<file path="src/rtl/snn_csr_apb4.sv">
// APB4 register block for one SNN layer: weight / threshold arrays, layer control,
// sticky status with W1C, start strobe, saturating spike counter and interrupt.
module snn_csr_apb4 #(
    parameter int          INPUT_SIZE              = 8,
    parameter int          OUTPUT_SIZE             = 4,
    parameter int          WEIGHT_W                = 16,
    parameter int          THRESH_W                = 16,
    parameter int          CNT_W                   = 16,
    parameter int          READ_WAIT               = 1,
    parameter logic [15:0] WEIGHT_BASE_ADDR        = 16'h0000,
    parameter logic [15:0] SPIKE_THRESH_BASE_ADDR  = 16'h1000,
    parameter logic [15:0] NEURON_THRESH_BASE_ADDR = 16'h2000,
    parameter logic [15:0] CTRL_BASE_ADDR          = 16'h3000
) (
    input  logic                                                  clk,
    input  logic                                                  rst_n,
    input  logic                                                  psel,
    input  logic                                                  penable,
    input  logic                                                  pwrite,
    input  logic [15:0]                                           paddr,
    input  logic [31:0]                                           pwdata,
    input  logic [3:0]                                            pstrb,
    output logic [31:0]                                           prdata,
    output logic                                                  pready,
    output logic                                                  pslverr,
    output logic [INPUT_SIZE*OUTPUT_SIZE-1:0][WEIGHT_W-1:0]       weight_reg,
    output logic [INPUT_SIZE*OUTPUT_SIZE-1:0][THRESH_W-1:0]       spike_threshold,
    output logic [OUTPUT_SIZE-1:0][THRESH_W-1:0]                  neuron_threshold,
    output logic                                                  layer_en,
    output logic                                                  start_pulse,
    input  logic                                                  layer_busy,
    input  logic                                                  layer_done,
    input  logic                                                  out_spike,
    output logic                                                  irq
);
    localparam int N  = INPUT_SIZE * OUTPUT_SIZE;
    localparam int IW = (N > 1) ? $clog2(N) : 1;
    localparam int OW = (OUTPUT_SIZE > 1) ? $clog2(OUTPUT_SIZE) : 1;
    localparam logic [1:0]       RW      = 2'(READ_WAIT);
    localparam logic [CNT_W-1:0] CNT_MAX = '1;

    typedef enum logic [2:0] {R_NONE, R_W, R_ST, R_NT, R_CTRL, R_STAT, R_CNT} region_t;
    typedef enum logic {IDLE, ACCESS} state_t;

    state_t            state;
    region_t           region, region_q;
    logic [IW-1:0]     idx, idx_q;
    logic [OW-1:0]     nidx, nidx_q;
    logic              wr_q, err_q;
    logic [1:0]        rd_cnt;
    logic [15:0]       off_w, off_s, off_n, off_c;
    logic [31:0]       rdata, wm_w, wm_s, wm_n;
    logic              err_c, wr_go, err_set;
    logic              irq_en, done_st, err_st;
    logic [CNT_W-1:0]  spike_cnt;

    function automatic logic [31:0] merge(input logic [31:0] o, input logic [31:0] w,
                                          input logic [3:0] s);
        logic [31:0] r;
        r = o;
        for (int b = 0; b < 4; b++)
            if (s[b]) r[8*b +: 8] = w[8*b +: 8];
        return r;
    endfunction

    assign off_w = paddr - WEIGHT_BASE_ADDR;
    assign off_s = paddr - SPIKE_THRESH_BASE_ADDR;
    assign off_n = paddr - NEURON_THRESH_BASE_ADDR;
    assign off_c = paddr - CTRL_BASE_ADDR;

    always_comb begin
        region = R_NONE;
        if (paddr >= WEIGHT_BASE_ADDR && {16'b0, off_w} < 32'(N * 4))
            region = R_W;
        else if (paddr >= SPIKE_THRESH_BASE_ADDR && {16'b0, off_s} < 32'(N * 4))
            region = R_ST;
        else if (paddr >= NEURON_THRESH_BASE_ADDR && {16'b0, off_n} < 32'(OUTPUT_SIZE * 4))
            region = R_NT;
        else if (paddr >= CTRL_BASE_ADDR && off_c < 16'd12)
            case (off_c[3:2])
                2'd0:    region = R_CTRL;
                2'd1:    region = R_STAT;
                default: region = R_CNT;
            endcase
        idx  = (region == R_W) ? off_w[IW+1:2] : off_s[IW+1:2];
        nidx = off_n[OW+1:2];
        err_c = (region == R_NONE) || (pwrite && region == R_CNT);
    end

    // Read data is taken from the live address during setup and held until the next setup.
    always_comb begin
        rdata = '0;
        case (region)
            R_W:    rdata[WEIGHT_W-1:0] = weight_reg[idx];
            R_ST:   rdata[THRESH_W-1:0] = spike_threshold[idx];
            R_NT:   rdata[THRESH_W-1:0] = neuron_threshold[nidx];
            R_CTRL: rdata[2:0]          = {irq_en, 1'b0, layer_en};
            R_STAT: rdata[2:0]          = {err_st, done_st, layer_busy};
            R_CNT:  rdata[CNT_W-1:0]    = spike_cnt;
            default: rdata = '0;
        endcase
    end

    always_ff @(posedge clk or negedge rst_n) begin
        if (!rst_n) begin
            state    <= IDLE;
            region_q <= R_NONE;
            idx_q    <= '0;
            nidx_q   <= '0;
            wr_q     <= 1'b0;
            err_q    <= 1'b0;
            rd_cnt   <= '0;
            prdata   <= '0;
            pready   <= 1'b1;
            pslverr  <= 1'b0;
        end else begin
            case (state)
                IDLE: if (psel && !penable) begin
                    state    <= ACCESS;
                    region_q <= region;
                    idx_q    <= idx;
                    nidx_q   <= nidx;
                    wr_q     <= pwrite;
                    err_q    <= err_c;
                    rd_cnt   <= RW;
                    prdata   <= (pwrite || err_c) ? 32'd0 : rdata;
                    pready   <= pwrite || (RW == 2'd0);
                    pslverr  <= err_c && (pwrite || (RW == 2'd0));
                end
                ACCESS: begin
                    if (!psel) begin
                        state   <= IDLE;
                        pready  <= 1'b1;
                        pslverr <= 1'b0;
                    end else if (pready) begin
                        state   <= IDLE;
                        pslverr <= 1'b0;
                    end else begin
                        rd_cnt <= rd_cnt - 2'd1;
                        if (rd_cnt <= 2'd1) begin
                            pready  <= 1'b1;
                            pslverr <= err_q;
                        end
                    end
                end
                default: state <= IDLE;
            endcase
        end
    end

    assign wr_go   = (state == ACCESS) && pready && psel && penable && wr_q && !err_q;
    assign err_set = (state == ACCESS) && pready && pslverr;
    assign wm_w    = merge(32'(weight_reg[idx_q]), pwdata, pstrb);
    assign wm_s    = merge(32'(spike_threshold[idx_q]), pwdata, pstrb);
    assign wm_n    = merge(32'(neuron_threshold[nidx_q]), pwdata, pstrb);

    always_ff @(posedge clk or negedge rst_n) begin
        if (!rst_n) begin
            weight_reg       <= '0;
            spike_threshold  <= '0;
            neuron_threshold <= '0;
            layer_en         <= 1'b0;
            irq_en           <= 1'b0;
            start_pulse      <= 1'b0;
            done_st          <= 1'b0;
            err_st           <= 1'b0;
            spike_cnt        <= '0;
            irq              <= 1'b0;
        end else begin
            start_pulse <= 1'b0;
            if (wr_go) begin
                case (region_q)
                    R_W:  weight_reg[idx_q]        <= wm_w[WEIGHT_W-1:0];
                    R_ST: spike_threshold[idx_q]   <= wm_s[THRESH_W-1:0];
                    R_NT: neuron_threshold[nidx_q] <= wm_n[THRESH_W-1:0];
                    R_CTRL: if (pstrb[0]) begin
                        layer_en    <= pwdata[0];
                        irq_en      <= pwdata[2];
                        start_pulse <= pwdata[1];
                    end
                    default: ;
                endcase
            end
            // Set sources win over a simultaneous W1C.
            done_st <= layer_done | (done_st & ~(wr_go && region_q == R_STAT && pstrb[0] && pwdata[1]));
            err_st  <= err_set    | (err_st  & ~(wr_go && region_q == R_STAT && pstrb[0] && pwdata[2]));
            if (start_pulse)
                spike_cnt <= '0;
            else if (out_spike && spike_cnt != CNT_MAX)
                spike_cnt <= spike_cnt + 1'b1;
            irq <= irq_en & (done_st | err_st);
        end
    end
endmodule

</file>
<file path="config.mk">
export PLATFORM = sky130hd
export DESIGN_NAME = snn_csr_apb4
export DESIGN_NICKNAME = d
export VERILOG_FILES = /design/src/rtl/snn_csr_apb4.sv
export SDC_FILE = /design/constraint.sdc
export NUM_CORES = 2
export LEC_CHECK = 0
export BUFFER_PORTS_ARGS = -buffer_cell sky130_fd_sc_hd__buf_4
export CORE_AREA = 5 5 454 456
export DETAILED_ROUTE_END_ITERATION = 16
export DIE_AREA = 0 0 459 461
export PLACE_DENSITY = 0.47
export SYNTH_ARGS = -nofsm -noshare
export SYNTH_HDL_FRONTEND = slang
export SYNTH_SLANG_ARGS = --single-unit
</file>
<file path="constraint.sdc">
create_clock -name clk -period 4.36 [get_ports clk]
set_input_delay 0.872 -clock clk [delete_from_list [all_inputs] [get_ports clk]]
set_output_delay 0.872 -clock clk [all_outputs]
set_load 0.05 [all_outputs]
</file>
==> flow_metrics.py <==
metrics = {
    "run_status": {
        "status": "complete, no violations",
    },
    "clock_network": {
        "clock_sinks": 1141,
        "cts_tree": "yes",
        "cts_made_buffers": 144,
        "cts_setup_buffers": 0,
        "clock_latency_ps": 850,
        "clockBufferDepth": 3,
        "postCtsResizedCells": 0,
        "post_cts_hold_buffer_count": 0,
        "root_buffer": "clkbuf_16",
        "path_clk_slew_ps": 60,
        "cts_max_level": 4,
    },
    "global_routing": {
        "grt_max_degree": 108,
        "grt_pass1_wl_um": 463000,
        "antenna_found_initial": 36,
        "grt_usage": 0.319,
        "grt-ovfl-total": 0,
        "grt_pass1_vias": 49800,
    },
    "placed_design": {
        "place_hpwl_um": 268000,
        "portBuffers": 1148,
        "routabilityCongestion": 0.950,
    },
    "layout": {
        "layout_commonest_cell": "buf_4",
        "fin_nets": 6414,
        "fillers": 19900,
        "area_growth_pct": 30.6,
        "multi_input_area_um2": 28100,
        "drive_above_1_share": 0.370,
        "seq_area_um2": 28600,
        "final_cell_mix": "buf_4 (1402), nand2_1 (1247), dfrtp_1 (1136)",
    },
    "worst_setup_path": {
        "arrival_ps": 4380,
        "critPathMaxFanout": 32,
        "end_kind": "flop",
        "worst-setup-path-type": "reg2reg",
        "critPathRequiredTime_ps": 5100,
        "setup.worst_path.start_class": "flop",
    },
    "floorplanning": {
        "start_util": 0.292,
        "pin_count": 1185,
        "die_x_um": 459,
        "core_area_um2": 201000,
        "fp-row-count": 165,
        "fp.dieArea_um2": 212000,
        "die_y_um": 461,
    },
    "pwr": {
        "leakagePower_nw": 34.2,
        "power_density_nw_per_um2": 338,
        "ir_drop_v": 0.000372,
    },
    "synth": {
        "ys_ff_latch": 1141,
        "netlist_area_um2": 58700,
        "netlist_instances": 5231,
        "synth.avg_cell_area_um2": 11.2,
        "async_flop_share": 1.00,
        "ys_types": 74,
        "ys_dominant_reg_cell": "dfrtp_1",
        "synth_warnings": 0,
        "synth_edf_count": 0,
        "yosysSeqAreaShare": 0.486,
    },
    "detailed_routing": {
        "dr.first_iter.drc_count": 6712,
        "ant_nets": 0,
        "vias_per_cell": 5.69,
        "drt-pass1-iter-count": 5,
        "wl_per_cell_um": 37.9,
        "wl_um": 346000,
        "drcViolationCount": 0,
        "num_vias": 52000,
    },
    "sta": {
        "hold_slack_ps": 193,
        "worst_slew_pin_slew_ps": 1270,
        "skew_ps": 43.2,
        "rsz0062_at_grt": "no",
        "fin_tns_setup_ps": 0,
        "final.period_utilization": 0.836,
        "layout_min_cycle_time_ps": 3650,
        "fmax_mhz": 274,
        "maxSlewHeadroom": 0.153,
        "finalSetupViolations": 0,
        "drv_slew": 0,
        "finalHoldViolCount": 0,
    },
    "min_path": {
        "hp-class": "in2async",
    },
    "job": {
        "timing.max_cap.violations": 0,
    },
}
==> where the power goes <==
part | internal (W) | switching [W] | leakage, nW | total (W)
sequential | 0.0107 | 0.000109 | 15.9 | 0.0108
combinational | 0.000917 | 0.00202 | 16.0 | 0.00294
clock | 0.00702 | 0.00523 | 2.33 | 0.0123
==> worst max-delay path, cell delays in order (launching register included) <==
cell and delay [ps]:
dfrtp_1 560, inv_2 160, buf_4 380, and3_1 830, a22oi_1 530, buf_4 280, o2111ai_1 110, nand2_1 120
buf_12 230, o21ai_0 240
==> kinds of logic (layout without fill, tap and decap cells) <==
family	count (synthesis)	in the layout	synth area share
AND/OR/NAND/NOR	1450	1450	0.0990
AO/OA/AOI/OAI	1335	1335	0.124
flip-flops	1141	1141	0.486
multiplexers	753	753	0.249
buffers and inverters	529	1735	0.0389
XOR/XNOR	17	17	0.00253
adder cells (fa/ha/maj)	5	5	0.00106
other	1	28	0.0000638
==> metrics by stage <==
stage               cell area [um^2]  utilization  std cells  setup WS, ps  power, W
floorplan                      58800            -       5246          1260    0.0125
CTS                            76700        0.381       9124           791    0.0262
detailed placement             71900        0.357       8875           256    0.0139
global placement               71900        0.357       8875           243    0.0139
finish                         76700        0.381       9136           713    0.0260
global route                   76700        0.381       9128           644    0.0267
==> cell type report <==
class,instances,share of cell area
timing repair buffer,1472,0.155
clock inverter,44,0.00866
inverter,14,0.000734
clock buffer,205,0.0537
tap,2672,0.0436
multi-input combinational,3576,0.366
antenna,12,0.000391
sequential,1141,0.372
==> Yosys cell counts, types with 8 or more instances <==
cell type / instances / area, um^2
o21ai_0: 938 / 4690
nor2b_1: 9 / 56.3
buf_2: 68 / 340
mux4_2: 555 / 12500
nand4_1: 22 / 138
o21ai_1: 164 / 821
o211ai_1: 15 / 113
a221oi_1: 20 / 175
mux2i_1: 96 / 961
a32oi_1: 12 / 105
a22o_1: 11 / 96.3
buf_1: 20 / 75.1
nor4_1: 8 / 50.1
xnor2_1: 11 / 96.3
clkbuf_1: 387 / 1450
nand2b_1: 25 / 156
nor3_1: 13 / 65.1
nand3_1: 29 / 145
nor2_1: 56 / 210
o22ai_1: 13 / 81.3
inv_1: 9 / 33.8
a22oi_1: 57 / 428
nand2_1: 1247 / 4680
dfrtp_1: 1140 / 28500
buf_6: 13 / 146
mux2_2: 102 / 1150
buf_4: 25 / 188
a21oi_1: 42 / 210
o2111ai_1: 15 / 131
==> layer usage <==
| layer | GRT usage | routed length [um] |
|---|---|---|
| met1 | 0.419 | 138000 |
| met5 | 0 | 59 |
| met3 | 0.122 | 40300 |
| met2 | 0.462 | 147000 |
| met4 | 0.158 | 21000 |
==> path summary, 6_finish.rpt <==
path	startpoint	end	slack [ps]	depth (start not counted)
worst max-delay path	idx_q[2]	spike_threshold[199]	710	9
worst min-delay path	rst_n	weight_reg[123]	190	1
worst max register to register	idx_q[2]	spike_threshold[199]	710	9
worst min register to register	wr_q	wr_q	480	2
max in group asynchronous	rst_n	weight_reg[474]	2960	2
min in group clk	layer_done	done_st	230	2
No activity file was read; power rests on OpenSTA's default activity.
